--- config.mk ---
export PLATFORM = sky130hd
export DESIGN_NAME = adc_acq_ctrl
export DESIGN_NICKNAME = d
export VERILOG_FILES = /design/src/rtl/adc_acq_ctrl_pkg.sv /design/src/rtl/adc_acq_ctrl_decim.sv /design/src/rtl/adc_acq_ctrl.sv
export SDC_FILE = /design/constraint.sdc
export NUM_CORES = 1
export LEC_CHECK = 0
export CORE_MARGIN = 5
export CORE_UTILIZATION = 58
export CTS_CLUSTER_DIAMETER = 30
export CTS_CLUSTER_SIZE = 40
export DETAILED_ROUTE_END_ITERATION = 10
export GPL_TIMING_DRIVEN = 0
export PLACE_DENSITY = 0.95
export SLEW_MARGIN = 20
export SYNTH_ARGS = -nofsm -noshare
export SYNTH_HDL_FRONTEND = slang
export SYNTH_SLANG_ARGS = --single-unit
--- constraint.sdc ---
create_clock -name CLK -period 4.4 [get_ports CLK]
set_input_delay 0.88 -clock CLK [delete_from_list [all_inputs] [get_ports CLK]]
set_output_delay 0.88 -clock CLK [all_outputs]
set_load 0.05 [all_outputs]
--- src/rtl/adc_acq_ctrl_pkg.sv ---
// Shared definitions for the ADC acquisition sequencer: state encoding,
// default widths and a small state-decode helper.
package adc_acq_ctrl_pkg;

   localparam int DEF_ADDR_W  = 16;
   localparam int DEF_DECIM_W = 16;

   typedef enum logic [2:0] {
      ST_IDLE  = 3'd0,
      ST_PRE   = 3'd1,
      ST_ARMED = 3'd2,
      ST_POST  = 3'd3,
      ST_DONE  = 3'd4
   } acq_state_t;

   // States in which the decimator runs and samples are written.
   function automatic logic acq_active(input acq_state_t s);
      return (s == ST_PRE) || (s == ST_ARMED) || (s == ST_POST);
   endfunction

endpackage

--- src/rtl/adc_acq_ctrl_decim.sv ---
// Decimation down-counter: emits one strobe every reload+1 enabled cycles.
// The strobe is decoded from the counter register and the registered enable.
module acq_decim #(
   parameter int DECIM_W = 16
) (
   input  logic               CLK,
   input  logic               RST,
   input  logic               load,
   input  logic               en,
   input  logic [DECIM_W-1:0] reload,
   output logic               strobe
);

   logic [DECIM_W-1:0] cnt_reg;

   // Load at run start, reload on every strobe, otherwise count down while enabled.
   always_ff @(posedge CLK) begin
      if (!RST) begin
         cnt_reg <= '0;
      end else if (load) begin
         cnt_reg <= reload;
      end else if (en) begin
         if (cnt_reg == '0)
            cnt_reg <= reload;
         else
            cnt_reg <= cnt_reg - DECIM_W'(1);
      end
   end

   assign strobe = en && (cnt_reg == '0);

endmodule

--- src/rtl/adc_acq_ctrl.sv ---
// ADC acquisition sequencer: pre-trigger fill, armed wait with one-cycle
// trigger blanking, post-trigger capture into a circular sample buffer.
module adc_acq_ctrl
   import adc_acq_ctrl_pkg::*;
#(
   parameter int ADDR_W  = DEF_ADDR_W,
   parameter int DECIM_W = DEF_DECIM_W
) (
   input  logic               CLK,
   input  logic               RST,
   input  logic               START,
   input  logic               ABORT,
   input  logic               FORCE,
   input  logic [DECIM_W-1:0] DECIM,
   input  logic [ADDR_W-1:0]  PRETRIG,
   input  logic [ADDR_W-1:0]  POSTTRIG,
   input  logic               trig_in,
   output logic               trg_ev_en,
   output logic               clk_en,
   output logic               wr_en,
   output logic [ADDR_W-1:0]  wr_addr,
   output logic [ADDR_W-1:0]  trig_addr,
   output logic               busy,
   output logic               done
);

   acq_state_t        state_reg;
   logic [ADDR_W-1:0] wr_addr_reg;
   logic [ADDR_W-1:0] trig_addr_reg;
   logic [ADDR_W-1:0] pre_cnt_reg;
   logic [ADDR_W-1:0] post_cnt_reg;
   logic              blank_reg;     // first ARMED cycle: trigger block still clearing
   logic              strobe;
   logic              active;
   logic              start_load;
   logic [ADDR_W-1:0] addr_inc;

   assign active     = acq_active(state_reg);
   assign start_load = START && !ABORT && ((state_reg == ST_IDLE) || (state_reg == ST_DONE));
   assign addr_inc   = wr_addr_reg + ADDR_W'(1);   // wraps naturally at all-ones

   acq_decim #(
      .DECIM_W (DECIM_W)
   ) u_decim (
      .CLK    (CLK),
      .RST    (RST),
      .load   (start_load),
      .en     (active),
      .reload (DECIM),
      .strobe (strobe)
   );

   // Sequencer FSM together with write address, phase counters and trigger capture.
   always_ff @(posedge CLK) begin
      if (!RST) begin
         state_reg     <= ST_IDLE;
         wr_addr_reg   <= '0;
         trig_addr_reg <= '0;
         pre_cnt_reg   <= '0;
         post_cnt_reg  <= '0;
         blank_reg     <= 1'b0;
      end else if (ABORT) begin
         state_reg <= ST_IDLE;
         blank_reg <= 1'b0;
      end else begin
         case (state_reg)
            ST_IDLE, ST_DONE: begin
               blank_reg <= 1'b0;
               if (START) begin
                  wr_addr_reg <= '0;
                  pre_cnt_reg <= PRETRIG;
                  if (PRETRIG != '0) begin
                     state_reg <= ST_PRE;
                  end else begin
                     state_reg <= ST_ARMED;
                     blank_reg <= 1'b1;
                  end
               end
            end
            ST_PRE: begin
               if (strobe) begin
                  wr_addr_reg <= addr_inc;
                  pre_cnt_reg <= pre_cnt_reg - ADDR_W'(1);
                  if (pre_cnt_reg == ADDR_W'(1)) begin
                     state_reg <= ST_ARMED;
                     blank_reg <= 1'b1;
                  end
               end
            end
            ST_ARMED: begin
               blank_reg <= 1'b0;
               if (strobe)
                  wr_addr_reg <= addr_inc;
               if (!blank_reg && (trig_in || FORCE)) begin
                  // A coincident strobe belongs to ARMED, so point past it.
                  trig_addr_reg <= strobe ? addr_inc : wr_addr_reg;
                  post_cnt_reg  <= POSTTRIG;
                  state_reg     <= (POSTTRIG != '0) ? ST_POST : ST_DONE;
               end
            end
            ST_POST: begin
               if (strobe) begin
                  wr_addr_reg  <= addr_inc;
                  post_cnt_reg <= post_cnt_reg - ADDR_W'(1);
                  if (post_cnt_reg == ADDR_W'(1))
                     state_reg <= ST_DONE;
               end
            end
            default: begin
               state_reg <= ST_IDLE;
               blank_reg <= 1'b0;
            end
         endcase
      end
   end

   assign trg_ev_en = (state_reg == ST_ARMED);
   assign clk_en    = strobe;
   assign wr_en     = strobe;
   assign wr_addr   = wr_addr_reg;
   assign trig_addr = trig_addr_reg;
   assign busy      = active;
   assign done      = (state_reg == ST_DONE);

endmodule

==> key figures, run 1 <==
STA
  • RSZ-0062 raised after global routing: false
  • Slew Viols, Final: 0
  • Crit share post-route: 90.4%
  • Period minus WS final: 3.98 ns
  • Hold violation count in the final report: 0
  • Peak Freq: 251 MHz
  • Setup violators final: 0
  • Setup Total Neg Slack: 0 ns
  • Slew at the pin closest to its max-slew limit: 0.951 ns
  • Layout Skew: 0.00787 ns
  • Rel. slew slack: 36.0%

Detailed routing
  • DRC Markers: 0
  • Via count: 6,096
  • Final ANT Viol Nets: 0
  • Final wirelength: 17,700 um
  • Via-per-instance ratio: 6.76
  • Drt wl/cell: 19.6 um
  • Initial DRT Pass Iterations: 5
  • Initial DRC count: 566

Critical path
  • Startpoint Class: flop
  • CP Cell Sequence: nor4_2, nand4_1, nor3_1, buf_4, clkdlybuf4s50_1
  • Crit Reg-Reg Endpoint: wr_addr[6]
  • Critical path class: flop to output port
  • Arr. time, crit path: 3.10 ns
  • CP max stage cell: clkdlybuf4s50_1
  • CP Capture Type: output port
  • FF-to-FF setup slack: 1.32 ns
  • Worst r2r path cells: 10
  • Worst R2R Start: u_decim.cnt_reg[0]
  • Largest stage delay, worst path: 0.79 ns
  • Buf+Inv Stages, Crit Path: 2
  • CP max FO: 7
  • Crit path depth: 5
  • WP data required: 3.52 ns
  • CP top delay family: simple AND/OR/NAND/NOR gates

Synth
  • Count of cell types in the netlist: 68
  • #FFs+latches synth: 84
  • Post-synthesis instance area: 5190 um^2
  • FFs w/ async S/R, synth: 0%
  • Yosys warns: 0
  • Post-synthesis sequential area ratio: 32.4%
  • Mean Syn Cell Area: 7.54 um^2
  • Synth Net Count: 749
  • Synth Instances: 688
  • Post-synth EDFFs: 0
  • Synth Flop Type: dfxtp_1

Floorplanning
  • Die Ht: 105 um
  • Boundary pin count: 91
  • FP Rows: 34
  • Die area: 10,900 um^2
  • DIE WIDTH: 105 um
  • Initial Util: 59.5%
  • Core Region: 8720 um^2

Layout
  • Nets@finish: 850
  • Layout cell share with drive strength beyond 1: 5.92%
  • Most common cell after layout, fill and taps aside: clkdlybuf4s50_1
  • Post-route cell area: 6480 um^2
  • Antenna cells: 0
  • Layout area overhead: 24.9%
  • Layout filler cell count: 673
  • Commonest cells after routing, fill and taps aside: 90 x clkdlybuf4s50_1, 84 x dfxtp_1, 70 x a21oi_1, 64 x nor2_1, 62 x o21ai_0
  • Non-Filler Instances: 902

Place
  • Post-place instance area: 6220 um^2
  • Placed cells: 886
  • GPL Wtd Cong: 0.985
  • DP Wirelength: 12,600 um
  • Port-buffer cells: 90

Global route
  • Overflow after GRT: 0
  • Initial antenna violation count: 0
  • Largest net degree at the start of global routing: 15
  • All-Layer GR Usage: 31.1%
  • Vias in the first global route: 5,927
  • First-pass GRT wire length: 28,600 um

Clock tree
  • Clk slew on worst S/H paths: 0.08 ns
  • Max Root-Sink Buffers: 2
  • H-tree depth: 3
  • Clock sinks: 84
  • Clock latency on the worst-skew pair: 0.37 ns
  • CTS tree: built
  • Root buffer cell: clkbuf_8
  • Setup Fix Bufs, Post-CTS: 0
  • TritonCTS buffer count: 9

Hold path
  • Hold crit path type: flop to flop
  • WHS Path Cells: 2
  • Hold Path Origin: post_cnt_reg[14]
  • Hold Path Sink: post_cnt_reg[14]

Power
  • P_leak: 2.27 nW
  • Clock Power Share: 28.7%
  • Peak VDD IR: 0.244 mV
  • Sequential share of power: 36.3%
  • Switch Pwr: 0.000890 W
  • Pint: 0.00152 W
  • Switching power share of the total: 36.9%
  • Pwr/cell area: 372 nW/um^2
  • Combinational Power Share: 35.1%

Flow run
  • MaxCap Viol Count: 0

Status
  • Status: completed
==> through the flow <==
step | utilization, % | total power (W) | hold slack [ns] | setup slack (ns)
6_report | 74.3 | 0.00241 | 0.480 | 0.422
5_1_grt | 74.3 | 0.00252 | 0.490 | 0.209
4_1_cts | 74.2 | 0.00237 | 0.478 | 0.229
3_5_place_dp | 71.4 | 0.00170 | 0.466 | 0.651
3_3_place_gp | 71.4 | 0.00167 | 0.453 | 0.656
2_1_floorplan | - | 0.00144 | 0.442 | 0.771
==> kinds of logic after synthesis <==
| kind of cell | synth area share [%] |
|---|---|
| AO/OA/AOI/OAI | 30.1 |
| XOR/XNOR | 1.52 |
| adder cells (fa/ha/maj) | 1.69 |
| buffers and inverters | 5.47 |
| flip-flops | 32.4 |
| multiplexers | 1.35 |
| AND/OR/NAND/NOR | 27.4 |
==> synth_stat cells (13+ instances only) <==
cell | number | area (um^2)
nand4_1 | 16 | 100
dfxtp_1 | 84 | 1680
nor2_1 | 64 | 240
clkbuf_1 | 44 | 165
o21ai_0 | 62 | 310
nand3_1 | 18 | 90.1
nor3_1 | 27 | 135
nand2_1 | 61 | 229
a21oi_1 | 70 | 350
nor4_1 | 25 | 156
inv_1 | 15 | 56.3
a211oi_1 | 13 | 97.6
==> layout make-up <==
cell class / instances / area (um^2) / area share, %
well taps: 108 / 135 / 2.09
repair buffers: 90 / 901 / 13.9
clock inverters: 6 / 111 / 1.72
clock buffers: 10 / 138 / 2.12
inverters: 16 / 60.1 / 0.927
flip-flops and latches: 84 / 1680 / 26.0
multi-input cells: 535 / 3230 / 49.8
plain buffers: 53 / 224 / 3.46
==> metal layers <==
metal	part of all wire, %	vias up	track usage (%)
li1	-	2796	-
met1	39	2774	40.1
met2	47	448	50.4
met3	11	78	5.80
met4	3.6	0	15.0
met5	0	-	0
==> power by group through the flow <==
stage	Sequential, W	Combinational, W	Clock, W
2_1_floorplan	0.000889	0.000555	0
5_1_grt	0.000880	0.000911	0.000725
6_report	0.000874	0.000845	0.000691
3_3_place_gp	0.000881	0.000791	0
3_5_place_dp	0.000887	0.000811	0
4_1_cts	0.000869	0.000817	0.000688
==> repair_timing <==
action	in CTS	in global routing
hold buffers	0	0
gates resized for setup	0	1
setup endpoints to repair	0	1
==> worst min-delay path: stages (launching register included) <==
cell,delay (ns)
dfxtp_1,0.33
nand2_1,0.06
o2bb2ai_1,0.05
==> worst max-delay path by stage <==
| stage | endpoint | from | slack (ns) |
|---|---|---|---|
| after detailed placement | wr_en | u_decim.cnt_reg[10] | 0.65 |
| final | wr_en | u_decim.cnt_reg[10] | 0.42 |
| after global routing | wr_en | u_decim.cnt_reg[10] | 0.21 |
| after floorplan | wr_en | u_decim.cnt_reg[10] | 0.77 |
| after global placement | wr_en | u_decim.cnt_reg[10] | 0.66 |
| after CTS | wr_en | u_decim.cnt_reg[10] | 0.23 |
Note: power is estimated with default switching activity, not from simulation.
==> run 2, diff against run 1 <==
--- a/config.mk
+++ b/config.mk
@@ -8,7 +8,7 @@
 export CORE_MARGIN = 5
 export CORE_UTILIZATION = 58
 export CTS_CLUSTER_DIAMETER = 30
-export CTS_CLUSTER_SIZE = 40
+export CTS_CLUSTER_SIZE = 12
 export DETAILED_ROUTE_END_ITERATION = 10
 export GPL_TIMING_DRIVEN = 0
 export PLACE_DENSITY = 0.95
==> results of run 2 <==
Final layout, timing and power as in run 1 (identical DEF).
